<file path="src/rtl/multdiv_seq_pkg.sv">
// Shared constants, state encoding and decode helper for the sequential
// multiply/divide issue controller.
package multdiv_seq_pkg;

    localparam logic [4:0]  OPC_RTYPE   = 5'b00000;
    localparam logic [4:0]  ALUOP_MUL   = 5'b00110;
    localparam logic [4:0]  ALUOP_DIV   = 5'b00111;
    localparam logic [4:0]  RSTATUS_REG = 5'd30;
    localparam logic [31:0] EXC_MUL     = 32'd4;
    localparam logic [31:0] EXC_DIV     = 32'd5;
    localparam logic [31:0] EXC_TIMEOUT = 32'd6;
    localparam int unsigned CNT_W       = 6;

    typedef enum logic [1:0] {
        ST_IDLE  = 2'b00,
        ST_ISSUE = 2'b01,
        ST_WAIT  = 2'b10,
        ST_WB    = 2'b11
    } md_state_e;

    typedef enum logic {
        OP_MUL = 1'b0,
        OP_DIV = 1'b1
    } md_op_e;

    function automatic logic is_md_op(input logic valid, input logic [4:0] opcode,
                                      input logic [4:0] aluop);
        return valid && (opcode == OPC_RTYPE) &&
               ((aluop == ALUOP_MUL) || (aluop == ALUOP_DIV));
    endfunction

endpackage

</file>
<file path="src/rtl/multdiv_seq_if.sv">
// Handshake bus between the issue controller (master) and the
// multiplier/divider unit (slave).
interface multdiv_seq_if;

    logic        md_ctrl_mult;
    logic        md_ctrl_div;
    logic [31:0] md_operand_a;
    logic [31:0] md_operand_b;
    logic [31:0] md_result;
    logic        md_exception;
    logic        md_ready;

    modport master (
        output md_ctrl_mult, md_ctrl_div, md_operand_a, md_operand_b,
        input  md_result, md_exception, md_ready
    );

    modport slave (
        input  md_ctrl_mult, md_ctrl_div, md_operand_a, md_operand_b,
        output md_result, md_exception, md_ready
    );

endinterface

</file>
<file path="src/rtl/md_timeout_ctr.sv">
// WAIT-cycle counter: cleared while issuing, counts each WAIT cycle and flags
// the last permitted cycle so the controller can abort the operation.
module md_timeout_ctr
    import multdiv_seq_pkg::*;
#(
    parameter int unsigned TIMEOUT = 40
) (
    input  logic clk,
    input  logic rst_n,
    input  logic clr_i,
    input  logic en_i,
    output logic timeout_o
);

    localparam logic [CNT_W-1:0] LAST_CNT = CNT_W'(TIMEOUT - 1);
    localparam logic [CNT_W-1:0] ONE_CNT  = {{(CNT_W-1){1'b0}}, 1'b1};

    logic [CNT_W-1:0] cnt_q;
    logic [CNT_W-1:0] cnt_d;

    // next count: clear has priority over increment
    always_comb begin
        cnt_d = cnt_q;
        if (clr_i) begin
            cnt_d = {CNT_W{1'b0}};
        end else if (en_i) begin
            cnt_d = cnt_q + ONE_CNT;
        end else begin
            cnt_d = cnt_q;
        end
    end

    // counter register
    always_ff @(posedge clk or negedge rst_n) begin
        if (!rst_n) begin
            cnt_q <= {CNT_W{1'b0}};
        end else begin
            cnt_q <= cnt_d;
        end
    end

    assign timeout_o = en_i && (cnt_q == LAST_CNT);

endmodule

</file>
<file path="src/rtl/multdiv_seq.sv">
// Decode-stage controller that issues MUL/DIV to an external unit, stalls the
// front end while it runs, and writes back the result or an error code.
module multdiv_seq
    import multdiv_seq_pkg::*;
#(
    parameter int unsigned TIMEOUT = 40
) (
    input  logic                clk,
    input  logic                rst_n,
    input  logic                op_valid_i,
    input  logic [4:0]          opcode_i,
    input  logic [4:0]          aluop_i,
    input  logic [4:0]          rd_i,
    input  logic [31:0]         operand_a_i,
    input  logic [31:0]         operand_b_i,
    multdiv_seq_if.master       md,
    output logic                stall_o,
    output logic                wb_we_o,
    output logic [4:0]          wb_rd_o,
    output logic [31:0]         wb_data_o,
    output logic                busy_o
);

    md_state_e   state_q, state_d;
    md_op_e      op_q, op_d;
    logic [4:0]  rd_q, rd_d;
    logic [31:0] opa_q, opa_d;
    logic [31:0] opb_q, opb_d;
    logic        mult_q, mult_d;
    logic        div_q, div_d;
    logic        wb_we_q, wb_we_d;
    logic [4:0]  wb_rd_q, wb_rd_d;
    logic [31:0] wb_data_q, wb_data_d;
    logic        busy_q;
    logic        md_op_s;
    logic        timeout_s;

    assign md_op_s = is_md_op(op_valid_i, opcode_i, aluop_i);

    md_timeout_ctr #(.TIMEOUT(TIMEOUT)) u_timeout (
        .clk       (clk),
        .rst_n     (rst_n),
        .clr_i     (state_q == ST_ISSUE),
        .en_i      (state_q == ST_WAIT),
        .timeout_o (timeout_s)
    );

    // next state, latched operands and registered outputs
    always_comb begin
        state_d   = state_q;
        op_d      = op_q;
        rd_d      = rd_q;
        opa_d     = opa_q;
        opb_d     = opb_q;
        mult_d    = 1'b0;
        div_d     = 1'b0;
        wb_we_d   = 1'b0;
        wb_rd_d   = 5'd0;
        wb_data_d = 32'd0;
        case (state_q)
            ST_IDLE: begin
                if (md_op_s) begin
                    state_d = ST_ISSUE;
                    op_d    = (aluop_i == ALUOP_DIV) ? OP_DIV : OP_MUL;
                    rd_d    = rd_i;
                    opa_d   = operand_a_i;
                    opb_d   = operand_b_i;
                    mult_d  = (aluop_i == ALUOP_MUL);
                    div_d   = (aluop_i == ALUOP_DIV);
                end else begin
                    state_d = ST_IDLE;
                end
            end
            ST_ISSUE: begin
                // a ready seen here belongs to an earlier request and is dropped
                state_d = ST_WAIT;
            end
            ST_WAIT: begin
                if (md.md_ready) begin
                    state_d = ST_WB;
                    wb_we_d = 1'b1;
                    if (md.md_exception) begin
                        wb_rd_d   = RSTATUS_REG;
                        wb_data_d = (op_q == OP_DIV) ? EXC_DIV : EXC_MUL;
                    end else begin
                        wb_rd_d   = rd_q;
                        wb_data_d = md.md_result;
                    end
                end else if (timeout_s) begin
                    state_d   = ST_WB;
                    wb_we_d   = 1'b1;
                    wb_rd_d   = RSTATUS_REG;
                    wb_data_d = EXC_TIMEOUT;
                end else begin
                    state_d = ST_WAIT;
                end
            end
            ST_WB: begin
                state_d = ST_IDLE;
                op_d    = OP_MUL;
                rd_d    = 5'd0;
                opa_d   = 32'd0;
                opb_d   = 32'd0;
            end
            default: begin
                state_d = ST_IDLE;
                op_d    = OP_MUL;
                rd_d    = 5'd0;
                opa_d   = 32'd0;
                opb_d   = 32'd0;
            end
        endcase
    end

    // FSM state register
    always_ff @(posedge clk or negedge rst_n) begin
        if (!rst_n) begin
            state_q <= ST_IDLE;
        end else begin
            state_q <= state_d;
        end
    end

    // operand latches and registered outputs
    always_ff @(posedge clk or negedge rst_n) begin
        if (!rst_n) begin
            op_q      <= OP_MUL;
            rd_q      <= 5'd0;
            opa_q     <= 32'd0;
            opb_q     <= 32'd0;
            mult_q    <= 1'b0;
            div_q     <= 1'b0;
            wb_we_q   <= 1'b0;
            wb_rd_q   <= 5'd0;
            wb_data_q <= 32'd0;
            busy_q    <= 1'b0;
        end else begin
            op_q      <= op_d;
            rd_q      <= rd_d;
            opa_q     <= opa_d;
            opb_q     <= opb_d;
            mult_q    <= mult_d;
            div_q     <= div_d;
            wb_we_q   <= wb_we_d;
            wb_rd_q   <= wb_rd_d;
            wb_data_q <= wb_data_d;
            busy_q    <= (state_d != ST_IDLE);
        end
    end

    assign md.md_ctrl_mult = mult_q;
    assign md.md_ctrl_div  = div_q;
    assign md.md_operand_a = opa_q;
    assign md.md_operand_b = opb_q;
    assign wb_we_o         = wb_we_q;
    assign wb_rd_o         = wb_rd_q;
    assign wb_data_o       = wb_data_q;
    assign busy_o          = busy_q;
    // stall must reach decode in the accept cycle, so it cannot be registered
    assign stall_o         = rst_n && ((state_q != ST_IDLE) || md_op_s);

endmodule

</file>
<file path="src/flat_wrapper.sv">
// flat-port wrapper written by rule: the top's interface ports become plain ports
module multdiv_seq_flat import multdiv_seq_pkg::*;
#(
    parameter int unsigned TIMEOUT = 40
)
  (clk, rst_n, op_valid_i, opcode_i, aluop_i, rd_i, operand_a_i, operand_b_i, stall_o, wb_we_o, wb_rd_o, wb_data_o, busy_o, md_md_ctrl_mult, md_md_ctrl_div, md_md_operand_a, md_md_operand_b, md_md_result, md_md_exception, md_md_ready);
  multdiv_seq_if md_i ();
  input  logic clk;
  input  logic rst_n;
  input  logic op_valid_i;
  input  logic [4:0] opcode_i;
  input  logic [4:0] aluop_i;
  input  logic [4:0] rd_i;
  input  logic [31:0] operand_a_i;
  input  logic [31:0] operand_b_i;
  output logic stall_o;
  output logic wb_we_o;
  output logic [4:0] wb_rd_o;
  output logic [31:0] wb_data_o;
  output logic busy_o;
  output wire logic [$bits(md_i.md_ctrl_mult)-1:0] md_md_ctrl_mult;
  output wire logic [$bits(md_i.md_ctrl_div)-1:0] md_md_ctrl_div;
  output wire logic [$bits(md_i.md_operand_a)-1:0] md_md_operand_a;
  output wire logic [$bits(md_i.md_operand_b)-1:0] md_md_operand_b;
  input wire logic [$bits(md_i.md_result)-1:0] md_md_result;
  input wire logic [$bits(md_i.md_exception)-1:0] md_md_exception;
  input wire logic [$bits(md_i.md_ready)-1:0] md_md_ready;
  assign md_md_ctrl_mult = md_i.md_ctrl_mult;
  assign md_md_ctrl_div = md_i.md_ctrl_div;
  assign md_md_operand_a = md_i.md_operand_a;
  assign md_md_operand_b = md_i.md_operand_b;
  assign md_i.md_result = md_md_result;
  assign md_i.md_exception = md_md_exception;
  assign md_i.md_ready = md_md_ready;
  multdiv_seq #(.TIMEOUT(TIMEOUT)) u_core (.clk(clk), .rst_n(rst_n), .op_valid_i(op_valid_i), .opcode_i(opcode_i), .aluop_i(aluop_i), .rd_i(rd_i), .operand_a_i(operand_a_i), .operand_b_i(operand_b_i), .md(md_i), .stall_o(stall_o), .wb_we_o(wb_we_o), .wb_rd_o(wb_rd_o), .wb_data_o(wb_data_o), .busy_o(busy_o));
endmodule
</file>
<file path="config.mk">
export PLATFORM = sky130hd
export DESIGN_NAME = multdiv_seq_flat
export DESIGN_NICKNAME = d
export VERILOG_FILES = /design/src/rtl/multdiv_seq_pkg.sv /design/src/rtl/multdiv_seq_if.sv /design/src/rtl/md_timeout_ctr.sv /design/src/rtl/multdiv_seq.sv /design/src/flat_wrapper.sv
export SDC_FILE = /design/constraint.sdc
export NUM_CORES = 1
export LEC_CHECK = 0
export ABC_AREA = 1
export BUFFER_PORTS_ARGS = -buffer_cell sky130_fd_sc_hd__buf_2
export CORE_MARGIN = 2
export CORE_UTILIZATION = 30
export DETAILED_ROUTE_END_ITERATION = 12
export GPL_TIMING_DRIVEN = 0
export MAX_ROUTING_LAYER = met4
export SLEW_MARGIN = 10
export SYNTH_ARGS = -nofsm -noshare
export SYNTH_HDL_FRONTEND = slang
export SYNTH_HIERARCHICAL = 1
export SYNTH_SLANG_ARGS = --single-unit
</file>
<file path="constraint.sdc">
create_clock -name clk -period 2.6 [get_ports clk]
set_clock_uncertainty 0.2 [all_clocks]
set_input_delay 0.52 -clock clk [delete_from_list [all_inputs] [get_ports clk]]
set_output_delay 0.52 -clock clk [all_outputs]
set_load 0.01 [all_outputs]
</file>
# [Word-level counts from Yosys, hierarchy flattened]
# Index checks and enable logic that the tools add are counted.
[word_totals] register_bits=119 output_inout_bits=106 wordCells=64
[op_classes] add_sub_neg=1 muxes=31 n_reduce_logical=13 eq_ne=7
[op_table] cell="2-to-1 mux 32 bit" n=5
[op_table] cell="one-hot mux 32 bit (2 select lines)" n=2
[op_table] cell="2-to-1 mux 5 bit" n=5
[op_table] cell="2-to-1 mux 1 bit" n=12
[op_table] cell="2-to-1 mux 6 bit" n=2
[op_table] cell="equality test 5 x 3 -> 1 bit (second input constant)" n=2
[op_table] cell="one-hot mux 5 bit (2 select lines)" n=1
[op_table] cell="one-hot mux 2 bit (4 select lines)" n=1
[op_table] cell="nonzero test 2 bit" n=4
[op_table] cell="adder 6 x 1 -> 6 bit (second input constant)" n=1
[op_table] cell="equality test 6 bit (second input constant)" n=1
[op_table] cell="logical NOT 5 bit" n=1
[op_table] cell="equality test 2 bit (second input constant)" n=2
[op_table] cell="logical AND 1 bit" n=4
[op_table] cell="2-to-1 mux 3 bit" n=1
[op_table] cell="equality test 2 x 1 -> 1 bit (second input constant)" n=1
[op_table] cell="logical NOT 2 bit" n=1
[op_table] cell="logical OR 1 bit" n=2
[op_table] cell="2-to-1 mux 2 bit" n=1
[op_table] cell="!= test 2 x 1 -> 1 bit (second input constant)" n=1
[op_table] cell="one-hot mux 1 bit (2 select lines)" n=1
[op_table] cell="AND reduction 2 bit" n=1

# [Depth between registers and ports, before layout]
# Gate-level depths: netlist of the first run.
[logic_depth] word_depth=6 ltp_mapped=9

# [Hierarchy]
# The synthesis of the first run kept the hierarchy.
[modules_own_cells] mod="multdiv_seq" seq_area_each_um2=2827.7 cells_per_inst=479 n_inst=1 area_per_inst_um2=4669.5
[modules_own_cells] mod="md_timeout_ctr" seq_area_each_um2=150.1 cells_per_inst=46 n_inst=1 area_per_inst_um2=339.1

# [Worst setup path before layout of the first run]
# No wires, ideal clock.
[synth_timing] path_type="input to output" from="input port opcode_i[3]" to="output port stall_o" path_buffers=0 path_stages=7 slack_ns=0.754 arrival_ns=1.126 cell_sequence="nor2_2 -> nand2_1 -> nor2_1 -> nand2_1 -> nand2_2 -> inv_1 -> nor2_1"
[synth_via] elab_chain_cells=5
[synth_lines] element="start, declared" line="flat_wrapper.sv:11" text="input logic [4:0] opcode_i;"
[synth_lines] element="logical NOT 5 bit" line="multdiv_seq_pkg.sv:28" text="return valid && (opcode == OPC_RTYPE) &&"
[synth_lines] element="logical AND 1 bit (2 in a row)" line="multdiv_seq_pkg.sv:28"
[synth_lines] element="logical OR 1 bit" line="multdiv_seq.sv:160" text="assign stall_o = rst_n && ((state_q != ST_IDLE) || md_op_s);"
[synth_lines] element="logical AND 1 bit" line="multdiv_seq.sv:160"
[synth_lines] element="end, declared" line="flat_wrapper.sv:16" text="output logic stall_o;"
# No other way between the ends.

# [Worst setup path in the final report of the first run]
[layout_timing] from="register u_core.state_q[0]" to="output port stall_o"
[layout_via] elab_chain_cells=3
[layout_lines] element="start, declared" line="multdiv_seq.sv:24" text="md_state_e state_q, state_d;"
[layout_lines] element="start signal, assigned" line="multdiv_seq.sv:120" text="state_q <= state_d;"
[layout_lines] element="nonzero test 2 bit" line="multdiv_seq.sv:160"
[layout_lines] element="logical OR 1 bit" line="multdiv_seq.sv:160"
[layout_lines] element="logical AND 1 bit" line="multdiv_seq.sv:160"
# No other way between the ends.

==> results of run 1 <==
area by class of cell:
type                            instances  area [µm²]  area share
Inverter                               26        97.6      0.0140
Clock buffer                           19         443      0.0635
Timing Repair Buffer                  222        1140       0.163
Multi-Input combinational cell        345        1610       0.231
Sequential cell                       119        2980       0.427
Clock inverter                         10         108      0.0154
Buffer                                 35         319      0.0457
Tap cell                              220         275      0.0395
flip-flops by register name, indices dropped and copies added, names as in the netlist, 2 cells and up:
register	flops
u_core/md.md_operand_a	32
u_core/md.md_operand_b	32
u_core/wb_data_o	32
u_core/u_timeout/cnt_q	6
u_core/rd_q	5
u_core/wb_rd_o	5
u_core/state_q	2
power groups by stage:
stage / clock network [µW] / logic (µW) / registers (µW)
6_report: 2190 / 1680 / 2030
5_1_grt: 2370 / 1860 / 2050
4_1_cts: 2260 / 1700 / 2030
3_5_place_dp: 0 / 1690 / 2070
3_3_place_gp: 0 / 1700 / 2060
2_1_floorplan: 0 / 1090 / 2100
metal layers:
metal	GRT usage	vias to the layer above	part of all wire
met4	0.0532	0	0.011
met5	-	-	0
li1	-	2190	-
met1	0.215	2013	0.47
met2	0.250	171	0.46
met3	0.0445	11	0.066
Yosys cell counts, types with 5 or more instances:
library cell,number,share of area
buf_4,8,0.012
buf_6,21,0.047
clkbuf_1,6,0.0045
dfrtp_1,119,0.59
ha_1,5,0.012
inv_1,22,0.016
nand2_1,188,0.14
nand4_1,73,0.091
nor2_1,49,0.037
o21ai_0,8,0.0080
kinds of logic after synthesis:
group                    Yosys count  share of synthesized area
AND/OR/NAND/NOR                  330                      0.299
flip-flops                       119                      0.595
buffers and inverters             61                     0.0832
AO/OA/AOI/OAI                     10                     0.0105
adder cells (fa/ha/maj)            5                     0.0125
placed cells by master, fill, tap and decap left out, types with 7 or more instances in the layout:
cell / Yosys / layout
nor2_1: 49 / 49
dfrtp_1: 119 / 119
clkbuf_16: 0 / 17
clkbuf_1: 6 / 7
buf_4: 8 / 8
buf_2: 0 / 220
inv_1: 22 / 22
nand2_1: 188 / 188
nand4_1: 73 / 73
buf_6: 21 / 22
o21ai_0: 8 / 8
stage by stage:
stage / setup WS [ps] / cell area (µm²)
detailed placement: 533 / 6420
global placement: -1140 / 6390
finish: 294 / 6970
CTS: 238 / 6970
global route: 177 / 6970
floorplan: 754 / 5010
worst paths after layout:
check                                                             from                                     end  slack (ps)  cells past startpoint
max in group asynchronous                                        rst_n  u_core/md.md_operand_b[22]$_DFFE_PN0P_        1620                      2
worst min-delay path                                             rst_n          u_core/wb_data_o[28]$_DFF_PN0_        -120                      1
worst max register to register             u_core/state_q[0]$_DFF_PN0_                 u_core/busy_o$_DFF_PN0_         740                      8
worst max-delay path                       u_core/state_q[0]$_DFF_PN0_                                 stall_o         290                      7
worst min register to register  u_core/md.md_operand_b[22]$_DFFE_PN0P_  u_core/md.md_operand_b[22]$_DFFE_PN0P_         260                      2
min in group clk                                            aluop_i[0]        u_core/md.md_ctrl_mult$_DFF_PN0_          80                      2
repair_timing:
item	CTS	global route
setup endpoints to repair	0	0
resized for setup	0	0
hold endpoints to repair	57	57
==> flow_metrics.tcl, run 1 <==
set metrics [dict create \
    postSynthAreaPerCell_um2 9.54 \
    start_kind "register" \
    rsz0062_at_grt "no" \
    ys_types 23 \
    clock_power_share 0.372 \
    grt_use_total 0.165 \
    p_leak_uw 0.00415 \
    avgRoutedWirePerCell_um 13.7 \
    powerDensity_nw_per_um2 847 \
    drt_iter0_drc 198 \
    yosysSeqAreaShare 0.595 \
    coreArea_um2 16500 \
    cts_setup_buffers 0 \
    grt_pass1_wl_um 22000 \
    synthCells 525 \
    synthesis.nets 646 \
    setup_viol 0 \
    wirelength_um 13700 \
    die_height_um 133 \
    worstMarginPinSlew_ps 555 \
    cp_top_family "buffers and inverters" \
    root_buffer "clkbuf_16" \
    layout_min_cycle_time_ps 2310 \
    ys_ff_latch 119 \
    comb_power_share 0.284 \
    grt_overflow 0 \
    grt_pass1_vias 4295 \
    synth_edf_count 0 \
    dp_cells 967 \
    finish.utilization 0.424 \
    status "finished, violations left" \
    gp_congestion 0.787 \
    clock_path_buffers 2 \
    cpMaxStageDelayCell "dfrtp_1" \
    worst_setup_path_end_kind "output port" \
    crit_type "register to output port" \
    num_io_pins 222 \
    slew_headroom 0.630 \
    synth_warnings 6 \
    dieArea_um2 17700 \
    cp_slowest_stage_delay_ps 370 \
    grt_max_degree 63 \
    cp.arrival_ps 1590 \
    port_buffers 221 \
    nNetsFinal 887 \
    path_buf_inv 4 \
    cts_sinks 119 \
    routed_via_density 4.40 \
    setup_tns_ps 0 \
    cts_buffers 17 \
    synthArstFlopShare 1.00 \
    hold_violations 57 \
    violations "negative hold slack" \
    antenna_cells 0 \
    drv_cap 0 \
    max_freq_mhz 434 \
    cp_data_required_time_ps 1880 \
    instances_no_fill 996 \
    final_layout_size_suffix_gt1_frac 0.381 \
    vias 4385 \
    clk_pin_slew_ps 60 \
    insertion_delay_ps 400 \
    swShare 0.326 \
    synth-main-ff-cell "dfrtp_1" \
    fillCellCount 1658 \
    tritoncts "done" \
    die_w_um 133 \
    report.final.slew_viol_count 0 \
    totalPowerFinal_uw 5900 \
    final_antenna_net_count 0 \
    max-vdd-ir-drop_mv 0.406 \
    path_cells "inv_1 -> ha_1 -> buf_6 -> nand2_2 -> inv_1 -> nor2_1 -> buf_2" \
    dp.final_hpwl_um 10000 \
    sequentialPowerShare 0.344 \
    critPathMaxFanout 10 \
    area_growth_pct 39.2 \
    path_common_cell "inv_1" \
    worst_hold_slack_ps -121 \
    p_sw_uw 1930 \
    firstDrtPassIters 4 \
    hold_class "input pin to async pin" \
    drc 0 \
    ctsHtreeMaxLevel 4 \
    period_share 0.887 \
    placementRows 47 \
    start_util 0.304 \
    grt_antenna_before_repair 0 \
    p_int_uw 3980 \
    synthesis.area_um2 5010 \
]
Power figures use the tool's default switching activity.
==> inputs of run 2 (changes only) <==
==> constraint.sdc (replaced) <==
create_clock -name clk -period 2.7 [get_ports clk]
set_clock_uncertainty 0.2 [all_clocks]
set_input_delay 0.54 -clock clk [delete_from_list [all_inputs] [get_ports clk]]
set_output_delay 0.54 -clock clk [all_outputs]
set_load 0.01 [all_outputs]
==> run 2 against run 1 <==
The flow now finishes without violations. Register-to-register slack better by 100 ps. Core utilization up 0.084 points. Routed wire length about the same. Non-clock buffer count up 1. Sequential share of layout area down 0.084 points. Setup slack worse by 160 ps. Global-route usage unchanged. Clock power down 4%. First-iteration DRC count down 1.0%. Critical path depth down 2. Critical path type is now input pin to output port. Largest power group unchanged.
==> flow_metrics.tcl, run 2 (synthesis gave the netlist of run 1 again) <==
set metrics [dict create \
    worstMarginPinSlew_ps 461 \
    hold_class "input pin to register" \
    dp_cells 967 \
    ctsHtreeMaxLevel 4 \
    nNetsFinal 888 \
    coreArea_um2 16500 \
    port_buffers 221 \
    slew_headroom 0.693 \
    path_cells "dlygate4sd3_1 -> buf_8 -> inv_1 -> nor2_1 -> buf_2" \
    fin_ws_ps 131 \
    grt_use_total 0.165 \
    drv_cap 0 \
    powerDensity_nw_per_um2 814 \
    root_buffer "clkbuf_16" \
    totalPowerFinal_uw 5690 \
    cp.arrival_ps 1830 \
    fillCellCount 1657 \
    rsz0062_at_grt "no" \
    firstDrtPassIters 4 \
    final_antenna_net_count 0 \
    grt_max_degree 63 \
    cts_buffers 17 \
    grt_antenna_before_repair 0 \
    critPathMaxFanout 59 \
    wirelength_um 13700 \
    tritoncts "done" \
    start_kind "input pin" \
    status "finished clean" \
    antenna_cells 0 \
    vias 4375 \
    max-vdd-ir-drop_mv 0.391 \
    cp_data_required_time_ps 1960 \
    final_layout_size_suffix_gt1_frac 0.381 \
    p_leak_uw 0.00415 \
    drt_iter0_drc 196 \
    cp_slowest_stage_delay_ps 570 \
    drc 0 \
    area_growth_pct 39.5 \
    avgRoutedWirePerCell_um 13.7 \
    dp.final_hpwl_um 10000 \
    layout_commonest_cell "buf_2" \
    start_util 0.304 \
    worst_setup_path_end_kind "output port" \
    grt_overflow 0 \
    die_height_um 133 \
    cts_setup_buffers 0 \
    instances_no_fill 997 \
    hold_violations 0 \
    period_share 0.951 \
    max_freq_mhz 389 \
    num_io_pins 222 \
    insertion_delay_ps 400 \
    clk_pin_slew_ps 50 \
    layout_min_cycle_time_ps 2570 \
    grt_pass1_wl_um 22000 \
    routed_via_density 4.39 \
    place_ws_ps 593 \
    placementRows 47 \
    die_w_um 133 \
    setup_viol 0 \
    layout_common_cells "buf_2 (220), nand2_1 (188), dfrtp_1 (119)" \
    crit_type "input pin to output port" \
    dieArea_um2 17700 \
    gp_congestion 0.787 \
    clock_path_buffers 2 \
    cpMaxStageDelayCell "dlygate4sd3_1" \
    cts_sinks 119 \
    report.final.slew_viol_count 0 \
    grt_pass1_vias 4295 \
]
==> run 2: power by group <==
part / switching [µW] / internal (µW)
logic: 1040 / 579
registers: 57.9 / 1900
clock network: 757 / 1350
==> run 2: repair_timing <==
action / 4_1_cts / 5_1_grt
hold buffers: 1 / 0
resized for setup: 0 / 2
setup endpoints to repair: 0 / 1
endpoints found under the hold margin: 57 / 0
==> run 2: final timing paths <==
kind / startpoint / to / slack [ps] / cells after the start
max: rst_n / stall_o / 130 / 5
min: aluop_i[0] / u_core/md.md_ctrl_mult$_DFF_PN0_ / 100 / 2
max reg2reg: u_core/state_q[0]$_DFF_PN0_ / u_core/busy_o$_DFF_PN0_ / 840 / 8
min reg2reg: u_core/rd_q[3]$_DFFE_PN0P_ / u_core/rd_q[3]$_DFFE_PN0P_ / 260 / 2
max in group asynchronous: rst_n / u_core/md.md_operand_b[22]$_DFFE_PN0P_ / 1170 / 3
min in group asynchronous: rst_n / u_core/wb_data_o[28]$_DFF_PN0_ / 460 / 2
==> run 2: routing by layer <==
layer,vias to the layer above,part of all wire,track usage
met5,-,0,-
met4,0,0.011,0.0532
met3,11,0.066,0.0445
met2,167,0.45,0.250
met1,2005,0.47,0.215
li1,2192,-,-
==> run 2: worst max-delay path, delay by kind of cell <==
family        cells  cell delay, ps
buf+inv           4            1160
simple gates      1             100
==> run 2: layout make-up <==
type                       count  area (µm²)  area share
tap                          220         275      0.0394
buffer                        35         319      0.0457
inverter                      26        97.6      0.0140
clock inverter                10         108      0.0154
multi-input combinational    345        1610       0.231
sequential                   119        2980       0.426
timing repair buffer         223        1150       0.165
clock buffer                  19         443      0.0634
==> run 2: stage by stage <==
stage / TNS [ps] / cell area (µm²) / util / hold WS, ps
final: 0 / 6990 / 0.424 / 99.9
after global routing: 0 / 6990 / 0.424 / 87.0
after CTS: 0 / 6980 / 0.424 / 75.9
after detailed placement: 0 / 6420 / 0.390 / 254
after global placement: -82850 / 6390 / 0.388 / 250
after floorplan: 0 / 5010 / - / 44.4
==> inputs of run 3 (changes only) <==
--- a/config.mk
+++ b/config.mk
@@ -6,7 +6,7 @@
 export NUM_CORES = 1
 export LEC_CHECK = 0
 export ABC_AREA = 1
-export BUFFER_PORTS_ARGS = -buffer_cell sky130_fd_sc_hd__buf_2
+export BUFFER_PORTS_ARGS = -buffer_cell sky130_fd_sc_hd__clkbuf_2
 export CORE_MARGIN = 2
 export CORE_UTILIZATION = 30
 export DETAILED_ROUTE_END_ITERATION = 12
==> constraint.sdc (replaced) <==
create_clock -name clk -period 2.7 [get_ports clk]
set_clock_uncertainty 0.2 [all_clocks]
set_input_delay 0.54 -clock clk [delete_from_list [all_inputs] [get_ports clk]]
set_output_delay 0.54 -clock clk [all_outputs]
set_load 0.005 [all_outputs]
==> run 3 against run 2 <==
Setup slack got worse by 19 ps. Sequential power barely moved. Critical path depth is 1 higher. Combinational power barely moved. Fmax fell by 0.73%. Register-to-register slack got worse by 30 ps. Total power increased by 1.8%. Cell area increased by 0.93%. Global-route usage up 0.12 points. Non-clock buffer count up 1.
==> flow_metrics.tcl, run 3 (synthesis gave the netlist of run 1 again) <==
set metrics [dict create \
    status "finished clean" \
    rsz0062_at_grt "no" \
    layout_min_cycle_time_ps 2590 \
    crit_type "input pin to output port" \
    m1WireLength_um 6490 \
    wl_met3_um 883 \
    ctsHtreeMaxLevel 4 \
    p_leak_uw 0.00410 \
    nNetsFinal 889 \
    clock_path_buffers 2 \
    routed_via_density 4.45 \
    finish.utilization 0.428 \
    worstMarginPinSlew_ps 431 \
    gp_congestion 0.784 \
    start_util 0.304 \
    placementRows 47 \
    dp_cells 967 \
    worst_setup_path_end_kind "output port" \
    final_antenna_net_count 0 \
    cts_sinks 119 \
    grt_use_total 0.166 \
    cts_setup_buffers 0 \
    cts_buffers 17 \
    met2_length_um 6100 \
    root_buffer "clkbuf_16" \
    layout_commonest_cell "clkbuf_2" \
    tritoncts "done" \
    final_layout_size_suffix_gt1_frac 0.385 \
    drc 0 \
    grt_pass1_wl_um 22200 \
    setup_viol 0 \
    area_growth_pct 40.8 \
    drt_iter0_drc 225 \
    hold_class "input pin to register" \
    die_w_um 133 \
    grt_overflow 0 \
    path_buf_inv 5 \
    layout_common_cells "clkbuf_2 (220), nand2_1 (188), dfrtp_1 (119)" \
    grt_antenna_before_repair 0 \
    cp.arrival_ps 1850 \
    slew_headroom 0.713 \
    grt_max_degree 61 \
    powerDensity_nw_per_um2 821 \
    vias 4451 \
    firstDrtPassIters 4 \
    instances_no_fill 1001 \
    antenna_cells 0 \
    report.final.slew_viol_count 0 \
    max_freq_mhz 386 \
    hold_violations 0 \
    num_io_pins 222 \
    top_layer "met4" \
    start_kind "input pin" \
    avgRoutedWirePerCell_um 13.7 \
    die_height_um 133 \
    cp_data_required_time_ps 1960 \
    wirelength_um 13700 \
    dieArea_um2 17700 \
    fillCellCount 1656 \
    coreArea_um2 16500 \
    period_share 0.958 \
    drv_cap 0 \
    critPathMaxFanout 60 \
    dp.final_hpwl_um 10000 \
    max-vdd-ir-drop_mv 0.406 \
    grt_pass1_vias 4326 \
    port_buffers 221 \
    cpMaxStageDelayCell "dlygate4sd3_1" \
    insertion_delay_ps 420 \
    clk_pin_slew_ps 50 \
    path_cells "dlygate4sd3_1 -> clkbuf_8 -> buf_16 -> inv_1 -> nor2_1 -> clkbuf_2" \
    cp_top_family "buffers and inverters" \
    cp_slowest_stage_delay_ps 540 \
]
-- run 3: what timing repair did --
action / in CTS / in global routing
resized for setup: 0 / 0
hold endpoints to repair: 60 / 0
hold buffers: 2 / 0
-- run 3: layer usage --
layer | GRT usage | vias to the layer above
met3 | 0.0468 | 12
met1 | 0.217 | 2066
met5 | - | -
met4 | 0.0603 | 0
li1 | - | 2201
met2 | 0.246 | 172
-- run 3: final timing paths --
path,endpoint,startpoint,depth (start not counted),slack [ps]
min in group asynchronous,u_core/wb_data_o[25]$_DFF_PN0_,rst_n,3,510
hold reg to reg,u_core/md.md_operand_b[16]$_DFFE_PN0P_,u_core/md.md_operand_b[16]$_DFFE_PN0P_,2,270
max in group asynchronous,u_core/md.md_operand_b[13]$_DFFE_PN0P_,rst_n,3,1510
hold / removal,u_core/md.md_ctrl_mult$_DFF_PN0_,aluop_i[0],2,80
setup / recovery,stall_o,rst_n,6,110
setup reg to reg,u_core/busy_o$_DFF_PN0_,u_core/state_q[0]$_DFF_PN0_,8,810
-- run 3: layout make-up --
type	count	area (µm²)	area share
Multi-Input combinational cell	345	1610	0.229
Timing Repair Buffer	224	1180	0.167
Buffer	35	319	0.0452
Clock buffer	18	439	0.0623
Inverter	26	97.6	0.0138
Clock inverter	14	150	0.0213
Sequential cell	119	2980	0.422
Tap cell	220	275	0.0390
-- run 3: power by group --
group,internal (µW),leakage [µW],switching (µW)
Sequential,1900,0.00164,58.3
Combinational,580,0.00219,1010
Clock,1380,0.000271,858
Total,3860,0.00410,1920
-- run 3: worst reg2reg max path: cells and delay by family, from the launching register on --
kind	cells	cell delay, ps
AO/OA/AOI/OAI	1	140
buffers and inverters	2	190
adder cells (fa/ha/maj)	1	300
flip-flops	1	390
AND/OR/NAND/NOR	4	600
-- run 3: stage by stage --
| step | total power [µW] | TNS [ps] | area (µm²) | setup slack [ps] | hold slack (ps) |
|---|---|---|---|---|---|
| after floorplan | 3040 | 0 | 5010 | 876 | 44.4 |
| after global routing | 6120 | 0 | 7050 | 46.1 | 65.2 |
| after global placement | 3580 | -120290 | 6390 | -1310 | 255 |
| after CTS | 5880 | 0 | 7050 | 94.6 | 68.1 |
| after detailed placement | 3590 | 0 | 6430 | 277 | 258 |
| final | 5790 | 0 | 7050 | 112 | 82.0 |
